### config.mk
export PLATFORM = sky130hd
export DESIGN_NAME = mem_responder
export DESIGN_NICKNAME = d
export VERILOG_FILES = /design/src/rtl/mem_responder.sv
export SDC_FILE = /design/constraint.sdc
export NUM_CORES = 2
export LEC_CHECK = 0
export ABC_AREA = 1
export CORE_MARGIN = 4
export CORE_UTILIZATION = 55
export CTS_CLUSTER_DIAMETER = 120
export DETAILED_ROUTE_END_ITERATION = 10
export PLACE_DENSITY = 0.7
export SYNTH_ARGS = -nofsm -noshare
export SYNTH_HDL_FRONTEND = slang
export SYNTH_SLANG_ARGS = --single-unit
### constraint.sdc
create_clock -name clk -period 3.6 [get_ports clk]
set_input_delay 1.08 -clock clk [delete_from_list [all_inputs] [get_ports clk]]
set_output_delay 1.08 -clock clk [all_outputs]
set_load 0.05 [all_outputs]
### src/rtl/mem_responder.sv
// Single-port memory slave: captures one request, waits LAT cycles, then responds.
// ack is a registered strobe one edge after RESP, so it rises LAT+1 edges after capture.
module mem_responder #(
  parameter int WIDE  = 32,
  parameter int DEPTH = 64,
  parameter int LAT   = 2
) (
  input  logic            clk,
  input  logic            rst,
  input  logic            req,
  input  logic            we,
  input  logic [5:0]      addr,
  input  logic [WIDE-1:0] wd,
  output logic [WIDE-1:0] rd,
  output logic            ack,
  output logic            busy
);

  typedef enum logic [1:0] {IDLE, WAIT, RESP} state_t;

  localparam logic [3:0] LAT_CNT  = 4'(LAT);
  localparam bit         ZERO_LAT = (LAT == 0);

  state_t          state_q;
  logic [3:0]      cnt_q;
  logic            we_q;
  logic [5:0]      addr_q;
  logic [WIDE-1:0] wd_q;
  logic [WIDE-1:0] rd_q;
  logic            ack_q;

  logic [WIDE-1:0] mem [DEPTH];

  logic            capture;
  logic            enter_resp;
  logic            op_we;
  logic [5:0]      op_addr;
  logic [WIDE-1:0] op_wd;

  // With zero wait states the memory access happens on the capture edge itself,
  // so the operation comes straight from the inputs instead of the holding registers.
  always_comb begin
    capture    = (state_q == IDLE) && req;
    enter_resp = ZERO_LAT ? capture : ((state_q == WAIT) && (cnt_q == 4'd1));
    op_we      = ZERO_LAT ? we   : we_q;
    op_addr    = ZERO_LAT ? addr : addr_q;
    op_wd      = ZERO_LAT ? wd   : wd_q;
  end

  always_ff @(posedge clk or posedge rst) begin
    if (rst) begin
      state_q <= IDLE;
      cnt_q   <= 4'd0;
      we_q    <= 1'b0;
      addr_q  <= 6'd0;
      wd_q    <= '0;
      rd_q    <= '0;
      ack_q   <= 1'b0;
    end else begin
      ack_q <= (state_q == RESP);
      if (enter_resp && !op_we) begin
        rd_q <= mem[op_addr];
      end
      case (state_q)
        IDLE: begin
          if (req) begin
            we_q   <= we;
            addr_q <= addr;
            wd_q   <= wd;
            if (ZERO_LAT) begin
              state_q <= RESP;
            end else begin
              state_q <= WAIT;
              cnt_q   <= LAT_CNT;
            end
          end
        end
        WAIT: begin
          if (cnt_q == 4'd1) begin
            state_q <= RESP;
            cnt_q   <= 4'd0;
          end else begin
            cnt_q <= cnt_q - 4'd1;
          end
        end
        RESP:    state_q <= IDLE;
        default: state_q <= IDLE;
      endcase
    end
  end

  // Storage is never reset; the rst gate keeps a held-in-reset request out of memory.
  always_ff @(posedge clk) begin
    if (!rst && enter_resp && op_we) begin
      mem[op_addr] <= op_wd;
    end
  end

  assign rd   = rd_q;
  assign ack  = ack_q;
  assign busy = (state_q != IDLE);

endmodule
# == After elaboration in Yosys (flattened, before gate mapping) ==
# Memory sizes are Yosys's and may differ from the RTL's. A register that Yosys moved wholly into a read port is not among the register bits.
# Index checks and enable logic that the tools add are counted.
# classes
addsub,1
multipliers,0
n_div,0
n_lt_le_gt_ge,0
eq_ne,5
shifts,0
mux,8
n_bitwise,0
n_reduce_logical,12
# ops
op,n
$mux W4,2
$pmux W4 S2,1
$reduce_and A2 Y1,3
$eq A4 B1 Y1 const B,1
$logic_and A1 B1 Y1,4
$mux W2,2
$pmux W2 S2,1
$reduce_bool A2 Y1,2
$sub A4 B1 Y4 const B,1
$eq A2 B1 Y1 const B,1
$eq A2 B2 Y1 const B,1
$logic_not A1 Y1,2
$logic_not A2 Y1,1
$mux W1,2
$ne A2 B1 Y1 const B,1
$ne A2 B2 Y1 const B,1
# word_totals
reg_bits,46
latch_bits,0
ram_bits,2048
mem_bits_ro,0
out_inout_bits,34
word_cells,33
n_memories,1
# memory_table
memory,depth,width,read_ports,rd_clocked_by_memory_dff,wr,line,text
mem,64,32,1,1,1,32,logic [WIDE-1:0] mem [DEPTH];

# == Longest topological paths before layout ==
# depth
ltp_word,6
ltp_mapped,14

# == Worst setup path after synthesis ==
# OpenSTA, ideal clock, no wires.
# synth_path
kind,input -> register
startpoint,in rst
endpoint,"mem mem[0][0], enable pin"
arrival_time_ns,3.100
t_required_ns,3.179
path_slack_ns,0.079
path_stages,3
path_cell_list,nor3_2 nand3_1 nor2_1
# synth_via
elab_chain_len,5
# synth_rtl
item,line,text
"start, declared",9,"input logic rst,"
$logic_not A1 Y1,94,if (!rst && enter_resp && op_we) begin
$logic_and A1 B1 Y1 (2 in series),94,
$mux W1,94,
$mux W1 (not written as such),95,mem[op_addr] <= op_wd;
"end, declared",32,
# Every way passes these cells.

# == Worst setup path in the final report ==
# layout_path
startpoint,"reg rd_q[8], in the netlist rd[8] (read register of mem)"
endpoint,out rd[8]
# layout_lines
item,line,text
"start, declared",29,logic [WIDE-1:0] rd_q;
"end, declared",14,"output logic [WIDE-1:0] rd,"
# No word-level cell between the ends.

==> flow_summary.toml <==
[critical_path]
required_ns = 2.52
start_kind = "register"
crit_path_max_incr_delay_ns = 0.90
critPathKind = "reg -> out"
path_max_fanout = 3
path_delay_family = "buffers and inverters"
cp_cell_sequence = "clkdlybuf4s50_1"
cp-end-kind = "output port"
ff2ff_setup_slack_ns = 0.29
cp.buffers_inverters = 1
slowest_stage = "clkdlybuf4s50_1"
critPathArrivalTime_ns = 2.37

[routing]
viasPerCell = 5.49
num_vias = 58400
ant_nets = 0
drc = 0
finalWirelength_mm = 247
drt-initial-drc-count = 7731
routedWlPerCell_um = 23.2
drt_first_pass_iters = 7

[clock_tree]
cts-buffers-inserted = 208
h-tree-depth = 4
numClockSinks = 2126
insertion_delay_ns = 0.85
cts_hold_buf = 0
cts_tree = "yes"
clkTransAtPathRegs_ns = 0.06
post-cts-setup-buffer-count = 0
cts_resized = 0
clockBufferDepth = 3
cts_root_buf = "clkbuf_16"

[global_routing]
antenna_found_initial = 11
grt_pass1_wl_mm = 361
grt.total_usage = 0.292
grt_pass1_vias = 55000
overflow = 0
grt_start_max_net_pins = 186

[floorplanning]
start_util = 0.555
die_h_um = 411
die-area_sq_um = 169000
pin_count = 76
die_x_um = 411
coreArea_sq_um = 161000
rows = 147

[timing]
hold_slack_ns = 0.458
post-route-period-util = 0.958
setup_violations = 0
drv_slew = 0
worst_slack_ns = 0.153
slew_headroom = 0.181
fin_setup_tns_ns = 0
fin_crit_ns = 3.45
fmax_ghz = 0.290
clock-skew-final_ns = 0.0481
hold_viol = 0
rsz0062_at_grt = "no"
tightest_slew_ns = 1.22

[yosys]
synth_top_area_frac = 0.687
async_flop_share = 0.0367
synth_nets = 8241
synth.most_common_cell = "nand2_1"
yosysTopAreaCell = "edfxtp_1"
avgSynthCellArea_sq_um = 10.9
synthTopCellsByCount = "2,223 x nand2_1, 2,048 x edfxtp_1, 1,468 x inv_1"
synth_seq_cells = 2126
synth_area_leaders = "edfxtp_1 69%, nand2_1 9.3%, inv_1 6.2%, nand3_1 3.5%, nor2_1 2.7%"
synth_edf_count = 2048
syn-cell-area_sq_um = 89500
synth_cell_types = 31
synthFlopType = "edfxtp_1"
synthCells = 8197
ys.warnings.count = 0
ys_seq_area_frac = 0.709

[placed_design]
gp_congestion = 0.944
io_buffer_count = 75
post_dp_cell_area_sq_um = 94300
dp_hpwl_mm = 148
pre_cts_ws_ns = 0.234

[pwr]
swShare = 0.389
intPower_uw = 48300
powerDensity_nw_per_um2 = 784
power.switching_uw = 30700
seq_power_share = 0.444
power.leakage_uw = 0.0415
power_frac_comb = 0.293
pwr-share-clk = 0.263
ir_worst_vdd_v = 0.00121

[cells_and_area]
final_net_count = 8348
area_growth_pct = 12.6
layout-drive-gt1-share = 0.0844
fin_area_sq_um = 101000

[worst_hold_path]
hold_path_class = "reg -> reg"

[job]
max-cap-violations = 0

[outcome]
outcome = "finished clean"
[final timing paths]
| check | startpoint | to | cells after the start |
|---|---|---|---|
| max | rd[8] | rd[8] | 1 |
| min | state_q[0] | ack | 1 |
| max reg2reg | addr_q[0] | rd[30] | 11 |
| min reg2reg | state_q[0] | ack | 1 |
| max in group asynchronous | rst | rd[5] | 3 |
| min in group asynchronous | rst | op_wd[8] | 2 |
[sequential cells by signal (all words and copies together), names as in the netlist]
signal   count
op_we        1
mem       2048
state_q      2
ack          1
cnt_q        4
rd          32
addr_q       6
op_wd       32
[metal layers]
layer  track usage  wire (um)  share of wire
met1         0.403      95300           0.39
met2         0.452     114000           0.46
met3        0.0579      25500           0.10
met4         0.134      12600          0.051
met5             0         31        0.00013
[metrics by stage]
stage | std cells | util | total power (uW)
2_1_floorplan | 8197 | - | 46500
3_3_place_gp | 10300 | 0.585 | 57800
3_5_place_dp | 10300 | 0.585 | 58200
4_1_cts | 10600 | 0.625 | 78800
5_1_grt | 10600 | 0.625 | 81900
6_report | 10600 | 0.625 | 79000
[cell families after synthesis]
logic type                 after synthesis  synth area share
AOI/OAI and AO/OA                      552            0.0387
DFF                                   2126             0.709
buffers and inverters                 1857            0.0849
adders and majority gates                2          0.000280
and+or+nand+nor                       3659             0.167
xor gates and xnor gates                 1         0.0000979
[power by group through the flow]
stage / Sequential, uW / Clock (uW) / Combinational (uW)
6_report: 35100 / 20800 / 23100
5_1_grt: 35100 / 22000 / 24700
4_1_cts: 35000 / 21000 / 22800
3_5_place_dp: 35600 / 0 / 22700
3_3_place_gp: 35500 / 0 / 22300
2_1_floorplan: 33800 / 0 / 12700
[cells in the final DEF, fill, tap and decap left out, drive strengths merged]
master,synthesis,final
clkbuf,71,276
buf,310,203
xor2,1,1
nand4,1,1
a32o,1,1
nor4,1,1
clkdlybuf4s50,0,75
a22oi,1,1
edfxtp,2048,2048
ha,2,2
nand2,2223,2223
bufinv,0,10
nor3,10,10
clkinv,0,83
dfrtp,78,78
a21oi,2,2
inv,1476,1482
or2,134,134
o211ai,278,278
nor2,657,657
nand3,633,633
clkinvlp,0,7
o21ai,270,270
diode,0,3
[area by class of cell]
type | instances | area [sq um]
fill | 12100 | 60300
sequential | 2126 | 63600
timing repair buffer | 278 | 3510
multi-input combinational | 4214 | 19000
inverter | 1476 | 5560
clock inverter | 106 | 847
tap | 2160 | 2700
clock buffer | 276 | 5620
antenna | 3 | 7.51
Note: power is estimated with default switching activity, not from simulation.
